`config.mk`:
```
export PLATFORM = sky130hd
export DESIGN_NAME = exe_stage_flat
export DESIGN_NICKNAME = d
export VERILOG_FILES = /design/src/rtl/exe_stage_pkg.sv /design/src/rtl/exe_stage_if.sv /design/src/rtl/exe_stage_iter_mul.sv /design/src/rtl/exe_stage.sv /design/src/flat_wrapper.sv
export SDC_FILE = /design/constraint.sdc
export NUM_CORES = 1
export LEC_CHECK = 0
export ABC_AREA = 1
export BUFFER_PORTS_ARGS = -buffer_cell sky130_fd_sc_hd__clkbuf_2
export CAP_MARGIN = 5
export CELL_PAD_IN_SITES_DETAIL_PLACEMENT = 0
export CELL_PAD_IN_SITES_GLOBAL_PLACEMENT = 2
export CORE_ASPECT_RATIO = 1.25
export CORE_MARGIN = 3
export CORE_UTILIZATION = 30
export CTS_CLUSTER_DIAMETER = 30
export DETAILED_ROUTE_END_ITERATION = 6
export PLACE_DENSITY = 0.89
export SETUP_SLACK_MARGIN = 0.1
export SYNTH_ARGS = -nofsm -noshare
export SYNTH_HDL_FRONTEND = slang
export SYNTH_SLANG_ARGS = --single-unit
```
`constraint.sdc`:
```
create_clock -name clk -period 3.2 [get_ports clk]
set_input_delay 0.64 -clock clk [delete_from_list [all_inputs] [get_ports clk]]
set_output_delay 0.64 -clock clk [all_outputs]
set_load 0.03 [all_outputs]
```
`src/rtl/exe_stage_pkg.sv`:
```
// Shared definitions for the execute stage.
//   exe_cmd_e   : ALU/MUL operation codes carried in ID/EX exe_cmd
//   fwd_sel_e   : operand forwarding source select
//   mul_state_e : iterative multiplier FSM states
//   fwd_pick()  : forwarding priority (MEM over WB, never for r0)
package exe_stage_pkg;

  typedef enum logic [3:0] {
    EXE_ADD   = 4'd0,
    EXE_SUB   = 4'd1,
    EXE_AND   = 4'd2,
    EXE_OR    = 4'd3,
    EXE_NOR   = 4'd4,
    EXE_XOR   = 4'd5,
    EXE_SLL   = 4'd6,
    EXE_SRL   = 4'd7,
    EXE_SRA   = 4'd8,
    EXE_SLT   = 4'd9,
    EXE_MUL   = 4'd10,
    EXE_PASSB = 4'd11
  } exe_cmd_e;

  typedef enum logic [1:0] {
    FWD_NONE = 2'd0,
    FWD_MEM  = 2'd1,
    FWD_WB   = 2'd2
  } fwd_sel_e;

  typedef enum logic [1:0] {
    MUL_IDLE = 2'd0,
    MUL_BUSY = 2'd1,
    MUL_DONE = 2'd2
  } mul_state_e;

  // r0 is never forwarded; the younger (MEM) producer wins over WB.
  function automatic fwd_sel_e fwd_pick(input logic src_nz, input logic mem_hit,
                                        input logic wb_hit);
    if (!src_nz)  return FWD_NONE;
    if (mem_hit)  return FWD_MEM;
    if (wb_hit)   return FWD_WB;
    return FWD_NONE;
  endfunction

endpackage

```
`src/rtl/exe_stage_if.sv`:
```
// ID/EX -> EX -> EX/MEM bundle for the execute stage.
//   master : upstream side (drives ID/EX fields, forward sources, flush;
//            observes stall and EX/MEM fields)
//   slave  : the execute stage itself
interface exe_stage_if #(
  parameter int DATA_W = 32,
  parameter int REG_AW = 5
);
  logic              flush;
  logic [3:0]        exe_cmd;
  logic [DATA_W-1:0] val1, val2, st_value_in;
  logic [REG_AW-1:0] src1, src2, dest_in;
  logic              mem_r_en_in, mem_w_en_in, wb_en_in;
  logic [REG_AW-1:0] mem_fwd_dest;
  logic              mem_fwd_wb_en;
  logic [DATA_W-1:0] mem_fwd_val;
  logic [REG_AW-1:0] wb_fwd_dest;
  logic              wb_fwd_wb_en;
  logic [DATA_W-1:0] wb_fwd_val;
  logic              stall;
  logic [DATA_W-1:0] alu_result, st_value;
  logic [REG_AW-1:0] dest;
  logic              mem_r_en, mem_w_en, wb_en;

  modport master (
    output flush, exe_cmd, val1, val2, st_value_in, src1, src2, dest_in,
           mem_r_en_in, mem_w_en_in, wb_en_in,
           mem_fwd_dest, mem_fwd_wb_en, mem_fwd_val,
           wb_fwd_dest, wb_fwd_wb_en, wb_fwd_val,
    input  stall, alu_result, st_value, dest, mem_r_en, mem_w_en, wb_en
  );

  modport slave (
    input  flush, exe_cmd, val1, val2, st_value_in, src1, src2, dest_in,
           mem_r_en_in, mem_w_en_in, wb_en_in,
           mem_fwd_dest, mem_fwd_wb_en, mem_fwd_val,
           wb_fwd_dest, wb_fwd_wb_en, wb_fwd_val,
    output stall, alu_result, st_value, dest, mem_r_en, mem_w_en, wb_en
  );
endinterface

```
`src/rtl/exe_stage_iter_mul.sv`:
```
// Iterative shift-add multiplier, one partial product per cycle.
//   clk, rst : clock, async active-low reset
//   start    : a MUL sits in EX (operands a/b valid, already forwarded)
//   flush    : abort and return to IDLE
//   busy     : combinational stall request (start cycle + all BUSY cycles)
//   done     : product final this cycle; EX/MEM may capture it
//   product  : low DATA_W bits of a*b
module iter_mul
  import exe_stage_pkg::*;
#(
  parameter int DATA_W = 32
) (
  input  logic              clk,
  input  logic              rst,
  input  logic              start,
  input  logic              flush,
  input  logic [DATA_W-1:0] a,
  input  logic [DATA_W-1:0] b,
  output logic              busy,
  output logic              done,
  output logic [DATA_W-1:0] product
);
  localparam int CW = $clog2(DATA_W);

  mul_state_e        state;
  logic [DATA_W-1:0] a_q, b_q, acc_q;
  logic [CW-1:0]     cnt_q;

  always_ff @(posedge clk or negedge rst) begin
    if (!rst) begin
      state <= MUL_IDLE;
      a_q   <= '0;
      b_q   <= '0;
      acc_q <= '0;
      cnt_q <= '0;
    end else if (flush) begin
      state <= MUL_IDLE;
      cnt_q <= '0;
    end else begin
      case (state)
        MUL_IDLE: if (start) begin
          a_q   <= a;
          b_q   <= b;
          acc_q <= '0;
          cnt_q <= '0;
          state <= MUL_BUSY;
        end
        MUL_BUSY: begin
          if (b_q[0]) acc_q <= acc_q + a_q;
          a_q   <= a_q << 1;
          b_q   <= b_q >> 1;
          cnt_q <= cnt_q + CW'(1);
          if (cnt_q == CW'(DATA_W - 1)) state <= MUL_DONE;
        end
        MUL_DONE: state <= MUL_IDLE;
        default:  state <= MUL_IDLE;
      endcase
    end
  end

  // DONE drops stall so upstream advances on the same edge that EX/MEM
  // takes the product. Reset forces stall low even with a MUL presented.
  assign busy    = rst && !flush &&
                   ((state == MUL_IDLE && start) || state == MUL_BUSY);
  assign done    = (state == MUL_DONE);
  assign product = acc_q;
endmodule

```
`src/rtl/exe_stage.sv`:
```
// Execute stage: operand forwarding from MEM/WB, single-cycle ALU,
// iterative MUL with upstream stall, EX/MEM output register.
//   clk, rst : clock, async active-low reset
//   bus      : exe_stage_if slave (ID/EX inputs, forward sources, flush,
//              stall, registered EX/MEM outputs)
module exe_stage
  import exe_stage_pkg::*;
#(
  parameter int DATA_W = 32,
  parameter int REG_AW = 5
) (
  input  logic       clk,
  input  logic       rst,
  exe_stage_if.slave bus
);
  exe_cmd_e          cmd;
  fwd_sel_e          sel_a, sel_b;
  logic [DATA_W-1:0] fwd_a, fwd_b, fwd_st, op_b, alu_y, mul_p;
  logic              reg_type, is_mul, mul_busy, mul_done;

  assign cmd      = exe_cmd_e'(bus.exe_cmd);
  assign is_mul   = (cmd == EXE_MUL);
  // ADD..SLT and MUL take B from a register; the rest carry an immediate.
  assign reg_type = (bus.exe_cmd <= EXE_MUL);

  assign sel_a = fwd_pick(bus.src1 != '0,
                          bus.mem_fwd_wb_en && (bus.mem_fwd_dest == bus.src1),
                          bus.wb_fwd_wb_en  && (bus.wb_fwd_dest  == bus.src1));
  assign sel_b = fwd_pick(bus.src2 != '0,
                          bus.mem_fwd_wb_en && (bus.mem_fwd_dest == bus.src2),
                          bus.wb_fwd_wb_en  && (bus.wb_fwd_dest  == bus.src2));

  always_comb begin
    fwd_a  = bus.val1;
    fwd_b  = bus.val2;
    fwd_st = bus.st_value_in;
    case (sel_a)
      FWD_MEM: fwd_a = bus.mem_fwd_val;
      FWD_WB:  fwd_a = bus.wb_fwd_val;
      default: fwd_a = bus.val1;
    endcase
    // Store data shares src2 with operand B but has its own fallback.
    case (sel_b)
      FWD_MEM: begin fwd_b = bus.mem_fwd_val; fwd_st = bus.mem_fwd_val; end
      FWD_WB:  begin fwd_b = bus.wb_fwd_val;  fwd_st = bus.wb_fwd_val;  end
      default: begin fwd_b = bus.val2;        fwd_st = bus.st_value_in; end
    endcase
  end

  assign op_b = reg_type ? fwd_b : bus.val2;

  always_comb begin
    alu_y = '0;
    case (cmd)
      EXE_ADD:   alu_y = fwd_a + op_b;
      EXE_SUB:   alu_y = fwd_a - op_b;
      EXE_AND:   alu_y = fwd_a & op_b;
      EXE_OR:    alu_y = fwd_a | op_b;
      EXE_NOR:   alu_y = ~(fwd_a | op_b);
      EXE_XOR:   alu_y = fwd_a ^ op_b;
      EXE_SLL:   alu_y = fwd_a << op_b[4:0];
      EXE_SRL:   alu_y = fwd_a >> op_b[4:0];
      EXE_SRA:   alu_y = $signed(fwd_a) >>> op_b[4:0];
      EXE_SLT:   alu_y = {{(DATA_W-1){1'b0}}, $signed(fwd_a) < $signed(op_b)};
      EXE_PASSB: alu_y = op_b;
      default:   alu_y = '0;
    endcase
  end

  iter_mul #(.DATA_W(DATA_W)) u_mul (
    .clk     (clk),
    .rst     (rst),
    .start   (is_mul),
    .flush   (bus.flush),
    .a       (fwd_a),
    .b       (op_b),
    .busy    (mul_busy),
    .done    (mul_done),
    .product (mul_p)
  );

  assign bus.stall = mul_busy;

  // A flushed instruction, or a MUL still iterating, leaves a bubble.
  always_ff @(posedge clk or negedge rst) begin
    if (!rst) begin
      bus.alu_result <= '0;
      bus.st_value   <= '0;
      bus.dest       <= '0;
      bus.mem_r_en   <= 1'b0;
      bus.mem_w_en   <= 1'b0;
      bus.wb_en      <= 1'b0;
    end else if (bus.flush || (is_mul && !mul_done)) begin
      bus.alu_result <= '0;
      bus.st_value   <= '0;
      bus.dest       <= '0;
      bus.mem_r_en   <= 1'b0;
      bus.mem_w_en   <= 1'b0;
      bus.wb_en      <= 1'b0;
    end else begin
      bus.alu_result <= is_mul ? mul_p : alu_y;
      bus.st_value   <= fwd_st;
      bus.dest       <= bus.dest_in;
      bus.mem_r_en   <= bus.mem_r_en_in;
      bus.mem_w_en   <= bus.mem_w_en_in;
      bus.wb_en      <= bus.wb_en_in;
    end
  end
endmodule

```
`src/flat_wrapper.sv`:
```
// flat-port wrapper written by rule: the top's interface ports become plain ports
module exe_stage_flat import exe_stage_pkg::*;
#(
  parameter int DATA_W = 32,
  parameter int REG_AW = 5
)
  (clk, rst, bus_flush, bus_exe_cmd, bus_val1, bus_val2, bus_st_value_in, bus_src1, bus_src2, bus_dest_in, bus_mem_r_en_in, bus_mem_w_en_in, bus_wb_en_in, bus_mem_fwd_dest, bus_mem_fwd_wb_en, bus_mem_fwd_val, bus_wb_fwd_dest, bus_wb_fwd_wb_en, bus_wb_fwd_val, bus_stall, bus_alu_result, bus_st_value, bus_dest, bus_mem_r_en, bus_mem_w_en, bus_wb_en);
  exe_stage_if #(.DATA_W(DATA_W), .REG_AW(REG_AW)) bus_i ();
  input  logic clk;
  input  logic rst;
  input wire logic [$bits(bus_i.flush)-1:0] bus_flush;
  input wire logic [$bits(bus_i.exe_cmd)-1:0] bus_exe_cmd;
  input wire logic [$bits(bus_i.val1)-1:0] bus_val1;
  input wire logic [$bits(bus_i.val2)-1:0] bus_val2;
  input wire logic [$bits(bus_i.st_value_in)-1:0] bus_st_value_in;
  input wire logic [$bits(bus_i.src1)-1:0] bus_src1;
  input wire logic [$bits(bus_i.src2)-1:0] bus_src2;
  input wire logic [$bits(bus_i.dest_in)-1:0] bus_dest_in;
  input wire logic [$bits(bus_i.mem_r_en_in)-1:0] bus_mem_r_en_in;
  input wire logic [$bits(bus_i.mem_w_en_in)-1:0] bus_mem_w_en_in;
  input wire logic [$bits(bus_i.wb_en_in)-1:0] bus_wb_en_in;
  input wire logic [$bits(bus_i.mem_fwd_dest)-1:0] bus_mem_fwd_dest;
  input wire logic [$bits(bus_i.mem_fwd_wb_en)-1:0] bus_mem_fwd_wb_en;
  input wire logic [$bits(bus_i.mem_fwd_val)-1:0] bus_mem_fwd_val;
  input wire logic [$bits(bus_i.wb_fwd_dest)-1:0] bus_wb_fwd_dest;
  input wire logic [$bits(bus_i.wb_fwd_wb_en)-1:0] bus_wb_fwd_wb_en;
  input wire logic [$bits(bus_i.wb_fwd_val)-1:0] bus_wb_fwd_val;
  output wire logic [$bits(bus_i.stall)-1:0] bus_stall;
  output wire logic [$bits(bus_i.alu_result)-1:0] bus_alu_result;
  output wire logic [$bits(bus_i.st_value)-1:0] bus_st_value;
  output wire logic [$bits(bus_i.dest)-1:0] bus_dest;
  output wire logic [$bits(bus_i.mem_r_en)-1:0] bus_mem_r_en;
  output wire logic [$bits(bus_i.mem_w_en)-1:0] bus_mem_w_en;
  output wire logic [$bits(bus_i.wb_en)-1:0] bus_wb_en;
  assign bus_i.flush = bus_flush;
  assign bus_i.exe_cmd = bus_exe_cmd;
  assign bus_i.val1 = bus_val1;
  assign bus_i.val2 = bus_val2;
  assign bus_i.st_value_in = bus_st_value_in;
  assign bus_i.src1 = bus_src1;
  assign bus_i.src2 = bus_src2;
  assign bus_i.dest_in = bus_dest_in;
  assign bus_i.mem_r_en_in = bus_mem_r_en_in;
  assign bus_i.mem_w_en_in = bus_mem_w_en_in;
  assign bus_i.wb_en_in = bus_wb_en_in;
  assign bus_i.mem_fwd_dest = bus_mem_fwd_dest;
  assign bus_i.mem_fwd_wb_en = bus_mem_fwd_wb_en;
  assign bus_i.mem_fwd_val = bus_mem_fwd_val;
  assign bus_i.wb_fwd_dest = bus_wb_fwd_dest;
  assign bus_i.wb_fwd_wb_en = bus_wb_fwd_wb_en;
  assign bus_i.wb_fwd_val = bus_wb_fwd_val;
  assign bus_stall = bus_i.stall;
  assign bus_alu_result = bus_i.alu_result;
  assign bus_st_value = bus_i.st_value;
  assign bus_dest = bus_i.dest;
  assign bus_mem_r_en = bus_i.mem_r_en;
  assign bus_mem_w_en = bus_i.mem_w_en;
  assign bus_wb_en = bus_i.wb_en;
  exe_stage #(.DATA_W(DATA_W), .REG_AW(REG_AW)) u_core (.clk(clk), .rst(rst), .bus(bus_i));
endmodule
```
==> results of run 1 <==
==> registers in the layout (all words and copies together), names as in the netlist <==
| signal | cells |
|---|---|
| u_core.bus.st_value | 32 |
| u_core.bus.mem_r_en | 1 |
| u_core.bus.alu_result | 32 |
| u_core.bus.wb_en | 1 |
| u_core.u_mul.a_q | 32 |
| u_core.u_mul.cnt_q | 5 |
| u_core.u_mul.product | 32 |
| u_core.u_mul.state | 2 |
| u_core.bus.dest | 5 |
| u_core.u_mul.b_q | 32 |
| u_core.bus.mem_w_en | 1 |
==> through the flow <==
step	util	hold slack (ps)	setup WS [ps]	cells	area [um^2]
floorplan	-	344.4	-995.3	3414	20750
global placement	0.4206	463.0	-1945	5064	27850
detailed placement	0.4206	475.4	-1962	5064	27850
CTS	0.4702	281.3	-893.6	5167	31140
global route	0.4900	314.1	-1204	5211	32440
finish	0.4900	299.7	-1040	5211	32440
==> cells by family after synthesis <==
group / count (synthesis) / synth area share
simple gates: 1806 / 0.3795
compound gates: 731 / 0.2029
buf+inv: 544 / 0.1061
flops: 175 / 0.2163
fa+ha+maj: 139 / 0.08700
xor+xnor: 19 / 0.008219
==> placed cells by master (no fill, tap or decap), drive strengths merged, types with 2 or more instances in the layout <==
cell,instances
nand2,857
buf,809
nand3,530
inv,367
o21ai,357
nor2,347
clkbuf,290
a21oi,210
dfrtp,175
ha,136
o22ai,40
nor3,28
nand4,23
o211ai,16
xor2,15
o22a,15
a211oi,15
o21bai,12
a221oi,10
a21o,10
or2,8
clkinv,8
o21a,7
o2111ai,6
a31oi,6
o221ai,5
nand3b,5
a21boi,5
nor4,5
clkinvlp,4
bufinv,4
o31ai,4
xnor2,4
a221o,3
a32o,3
fa,3
diode,2
a2111oi,2
a22o,2
==> final timing paths <==
check	from	to	slack [ps]	cells past startpoint
worst max register to register	u_core.u_mul.a_q[0]	u_core.u_mul.product[16]	390	15
worst min-delay path	rst	u_core.bus.alu_result[29]	300	2
max in group asynchronous	rst	u_core.u_mul.b_q[15]	2240	2
worst min register to register	u_core.u_mul.b_q[25]	u_core.u_mul.b_q[25]	490	2
min in group clk	bus_wb_en_in	u_core.bus.wb_en	310	3
worst max-delay path	bus_mem_fwd_dest[4]	u_core.bus.alu_result[8]	-1040	25
==> worst register-to-register path: cells and delay by family (launching register included) <==
family                   cells  cell delay (ps)
adder cells (fa/ha/maj)      2              630
buffers and inverters        3              240
flip-flops                   1              410
AO/OA/AOI/OAI                7             1260
AND/OR/NAND/NOR              3              230
==> cells in the mapped netlist (23+ instances only) <==
cell type	instances
buf_2	43
nor3_1	27
inv_1	360
dfrtp_1	175
o21ai_1	24
nor2_1	341
nand2_1	847
o22ai_1	40
o21ai_0	331
nand3_1	524
a21oi_1	208
ha_1	136
nand4_1	23
clkbuf_1	98
==> metal layers <==
metal  track usage  routed length, um
met4        0.2113               9899
met3       0.04544               9551
met2        0.5402              54750
met1        0.4191              47820
met5             0                  7
==> power breakdown <==
group,internal (mW),switching [mW]
Combinational,3.24,4.71
Sequential,2.60,0.337
Clock,1.32,1.09
==> timing repair <==
action | CTS | global route
setup endpoints to repair | 32 | 37
setup buffers | 72 | 43
gates cloned | 3 | 2
pin swaps | 174 | 180
gates resized for setup | 531 | 242
==> layout make-up <==
cell class / count / area (um^2) / area share
Multi-Input combinational cell: 2695 / 16610 / 0.5120
Tap cell: 856 / 1071 / 0.03301
Antenna cell: 2 / 5.005 / 0.0001543
Timing Repair Buffer: 1079 / 8314 / 0.2563
Clock buffer: 21 / 450.4 / 0.01388
Inverter: 373 / 1453 / 0.04477
Sequential cell: 175 / 4379 / 0.1350
Clock inverter: 10 / 161.4 / 0.004975
==> impl_metrics.csv, run 1 <==
group,metric,value,unit
sta,maxSlewViolCount,0,
place,hpwl,95.84,mm
synth,ys_seq_area_frac,0.2163,
detailed_routing,drt_iter0_markers,3367,
pwr,leakage,16.06,nW
global_routing,grt_pass1_vias,27342,
sta,tightest_slew,839.0,ps
die,coreArea,66210,um^2
worst_setup_path,path_class,"primary input to register",
detailed_routing,ant_nets,0,
sta,setup_slack,-1040,ps
die,num_rows,105,
worst_setup_path,crit_path_max_fanout,8,
clock_network,clock_path_buffers,2,
synth,synthArstFlopShare,1.000,
die,initial_core_util,0.3058,
synth,synth-edff-count,0,
sta,fin_crit_sh,1.325,
synth,syn_inst,3414,
sta,rsz0062_at_grt,"yes",
place,portBuffers,269,
worst_setup_path,crit_buf_inv,9,
detailed_routing,vias_per_cell,5.549,
die,die_area,70670,um^2
detailed_routing,drc,1,
global_routing,grt_pass1_wl,175.7,mm
final_layout,nNetsFinal,4677,
place,globalplace.congestion,1.188,
detailed_routing,dr.pass1.iters,7,
synth,syn_avg_cell_area,5.931,um^2
detailed_routing,wl_per_cell,23.42,um
worst_setup_path,cp-end-kind,"register",
sta,slew_headroom,0.4407,
status,violations,"design-rule violations, negative setup slack",
pwr,power_density,410.1,nW/um^2
clock_network,cts_sinks,175,
synth,yosys.cell_types.count,58,
clock_network,clk_pin_slew_worst_paths,80,ps
synth,synth_nets,3750,
clock_network,cts_tree,"built",
global_routing,grt_overflow,0,
global_routing,antenna_found_initial,3,
global_routing,grt_max_degree,117,
worst_setup_path,cp_slowest_cell,"fa_2",
final_layout,n_fill_cell,6737,
detailed_routing,drt_wl_total,122.0,mm
clock_network,root_buffer,"clkbuf_16",
clock_network,hold_buffers,0,
sta,hold_viol,0,
global_routing,track_usage,0.3332,
synth,yosys_warnings,0,
flow_run,maxCapViolCount,0,
synth,synthTopCellsByArea,"dfrtp_1 22%, nand2_1 16%, nand3_1 13%",
die,die_y,296.5,um
clock_network,cts_max_level,4,
synth,ys_ff_latch,175,
final_layout,syn_to_final_growth,60.24,%
detailed_routing,vias,28915,
synth,synth_area,20250,um^2
synth,yosysTopAreaCellShare,0.2163,
pwr,vdd_drop_max,358.0,uV
sta,setup_tns,-29650,ps
sta,finClkSkew,12.95,ps
die,ios,270,
synth,synth.largest_area_cell,"dfrtp_1",
clock_network,clk_latency,510,ps
final_layout,layout-drive-gt1-share,0.3813,
sta,min_period,4240,ps
clock_network,cts_inserted_buffers,17,
synth,synthFlopType,"dfrtp_1",
worst_setup_path,cpLargestDelayFamily,"compound AO/OA/AOI/OAI gates",
die,die-width,238.4,um
worst_setup_path,crit_path_max_incr_delay,430,ps
status,status,"finished, violations left",
sta,setup_viol,32,
sta,fmax,0.2359,GHz
worst_setup_path,cp.arrival,4650,ps
pwr,power,13.31,mW
worst_setup_path,startpoint_type,"primary input",
min_path,hp-class,"primary input to asynchronous set/reset pin",
worst_setup_path,required,3610,ps
Note: power is estimated with default switching activity, not from simulation.
==> inputs of run 2 (changes only) <==
--- a/config.mk
+++ b/config.mk
@@ -17,6 +17,7 @@
 export DETAILED_ROUTE_END_ITERATION = 6
 export PLACE_DENSITY = 0.89
 export SETUP_SLACK_MARGIN = 0.1
+export SKIP_LAST_GASP = 1
 export SYNTH_ARGS = -nofsm -noshare
 export SYNTH_HDL_FRONTEND = slang
 export SYNTH_SLANG_ARGS = --single-unit
==> run 2 against run 1 <==
The run ends with negative setup slack left; fmax up 0.29%; first-iteration DRC count rose by 1.4%; flip-flop and latch count unchanged; sequential share of layout area rose by 0.23 points; design area is 1.6% lower; core utilization decreased by 0.81 points; worst hold slack improved by 10 ps; sequential power is essentially flat; critical path depth down 1; clock skew grew 1.5 ps; non-clock buffer count fell by 15; critical endpoint is now u_core.bus.alu_result[30]; largest power group unchanged; highest routed layer is now met4.
==> impl_metrics.csv, run 2 (synthesis gave the netlist of run 1 again) <==
group,metric,value,unit
sta,rsz0062_at_grt,"yes",
final_layout,multiInputGateArea,16280,um^2
detailed_routing,wl_per_cell,23.09,um
place,globalplace.congestion,1.188,
die,initial_core_util,0.3058,
clock_network,clock_path_buffers,2,
worst_setup_path,crit_path_max_incr_delay,430,ps
final_layout,layout-drive-gt1-share,0.3668,
sta,setup_viol,32,
global_routing,met1_usage,0.4095,
worst_setup_path,required,3610,ps
place,hpwl,95.84,mm
worst_setup_path,crit_top_cell,"nand2_1",
die,die-width,238.4,um
sta,fin_crit_sh,1.321,
clock_network,root_buffer,"clkbuf_16",
final_layout,n_fill_cell,6816,
clock_network,clk_latency,510,ps
global_routing,grt-busiest-layer,"met2",
global_routing,use_met3,0.04905,
sta,setup_tns,-30100,ps
worst_setup_path,rrSetupSlack,390,ps
worst_setup_path,crit_buf_inv,6,
worst_setup_path,cp.arrival,4630,ps
worst_setup_path,path_cells,"buf_8, xor2_2, a2111oi_2, o2111ai_2, nand4_1, inv_2, ha_4, buf_12, buf_16, buf_4, nand2_1, nand3_4, o22a_4, ha_4, nand2_4, nor3_4, nand4_1, o221a_2, nand2_1, nand2_1, nand3_1, nand4_1, nand2_1, inv_1",
sta,tightest_slew,833.3,ps
final_layout,finish.cell_count_without_fillers,5195,
global_routing,grt_pass1_vias,27355,
final_layout,fin_area,31910,um^2
global_routing,use_met2,0.5330,
sta,fmax,0.2366,GHz
detailed_routing,dr.pass1.iters,6,
worst_setup_path,cpLargestDelayFamily,"simple AND/OR/NAND/NOR gates",
place,post-place-ws,-1962,ps
clock_network,cts_max_level,4,
clock_network,cts_tree,"built",
die,die_y,296.5,um
sta,setup_slack,-1027,ps
final_layout,nNetsFinal,4662,
clock_network,clk_pin_slew_worst_paths,70,ps
detailed_routing,vias,28659,
place,place_area,27850,um^2
worst_setup_path,worstRegToRegCells,15,
place,placed_cells,5064,
clock_network,cts_sinks,175,
worst_setup_path,cp_slowest_cell,"o221a_2",
pwr,p_clk_frac,0.183,
flow_run,maxCapViolCount,0,
clock_network,hold_buffers,0,
clock_network,cts_inserted_buffers,17,
pwr,power_switching,6.000,mW
die,coreArea,66210,um^2
worst_setup_path,path_class,"primary input to register",
global_routing,grt_pass1_wl,174.4,mm
final_layout,regArea,4379,um^2
detailed_routing,vias_per_cell,5.517,
sta,hold_viol,0,
detailed_routing,ant_nets,0,
pwr,p_sw_frac,0.4587,
pwr,vdd_drop_max,379.4,uV
die,ios,270,
worst_setup_path,startpoint_type,"primary input",
detailed_routing,drt_iter0_markers,3415,
die,die_area,70670,um^2
sta,hold_ws,309.7,ps
pwr,power,13.08,mW
worst_setup_path,r2r-end,"u_core.u_mul.product[16]",
die,num_rows,105,
final_layout,final_cell_mix,"770 x nand2_1, 688 x buf_4, 466 x nand3_1",
global_routing,grt_max_degree,117,
pwr,combPwrFrac,0.593,
sta,min_period,4227,ps
final_layout,syn_to_final_growth,57.60,%
global_routing,grt_overflow,0,
final_layout,fin_util,0.4820,
pwr,power_density,409.9,nW/um^2
detailed_routing,drt_wl_total,120.0,mm
worst_setup_path,crit_path_max_fanout,7,
global_routing,antenna_found_initial,1,
worst_setup_path,rr_startpoint,"u_core.u_mul.a_q[0]",
final_layout,final_common_cell,"nand2_1",
sta,maxSlewViolCount,0,
status,violations,"negative setup slack",
global_routing,track_usage,0.3300,
min_path,hp-class,"primary input to asynchronous set/reset pin",
pwr,leakage,15.85,nW
sta,finClkSkew,14.41,ps
detailed_routing,drc,0,
pwr,p_int,7.080,mW
sta,slew_headroom,0.4445,
status,status,"finished, violations left",
place,portBuffers,269,
pwr,p_seq_frac,0.224,
worst_setup_path,cp-end-kind,"register",
run 2: changes by cell type in the layout (fill, tap and decap cells not counted), sizes merged:
cell,before,now
clkbuf,290,289
inv,367,368
clkinvlp,4,3
buf,809,795
diode,2,1
run 2: cell type report:
type	count	area share
multi-input cells	2695	0.5102
diodes	1	0.00007842
flip-flops and latches	175	0.1372
clock inverters	10	0.005058
repair buffers	1064	0.2545
inverters	373	0.04525
clock buffers	21	0.01411
well taps	856	0.03356
run 2: worst max path at each step:
stage | start | to | slack (ps) | depth (start not counted)
floorplan | bus_src2[4] | u_core.bus.alu_result[18] | -1000 | 27
global placement | bus_src2[4] | u_core.bus.alu_result[24] | -1940 | 26
detailed placement | bus_src2[4] | u_core.bus.alu_result[28] | -1960 | 24
CTS | bus_mem_fwd_dest[2] | u_core.bus.alu_result[6] | -900 | 28
global route | bus_src2[4] | u_core.bus.alu_result[30] | -1250 | 25
finish | bus_mem_fwd_dest[4] | u_core.bus.alu_result[30] | -1030 | 24
run 2: power groups by stage:
stage               registers [mW]  clock network [mW]  logic, mW
floorplan                     2.98                   0       3.32
global placement              2.96                   0       6.41
detailed placement            2.96                   0       6.43
CTS                           2.93                2.45       7.24
global route                  2.97                2.51       8.28
finish                        2.93                2.40       7.75
run 2: repair_timing:
action / CTS / global route
buffers inserted: 72 / 26
gates cloned: 3 / 1
resized for setup: 502 / 171
setup endpoints to repair: 32 / 36
pin swaps: 173 / 136
run 2: layer usage:
layer | vias to the layer above | part of all wire
met1 | 13535 | 0.39
met2 | 1486 | 0.45
li1 | 13227 | -
met4 | 0 | 0.081
met5 | - | 0
met3 | 411 | 0.078
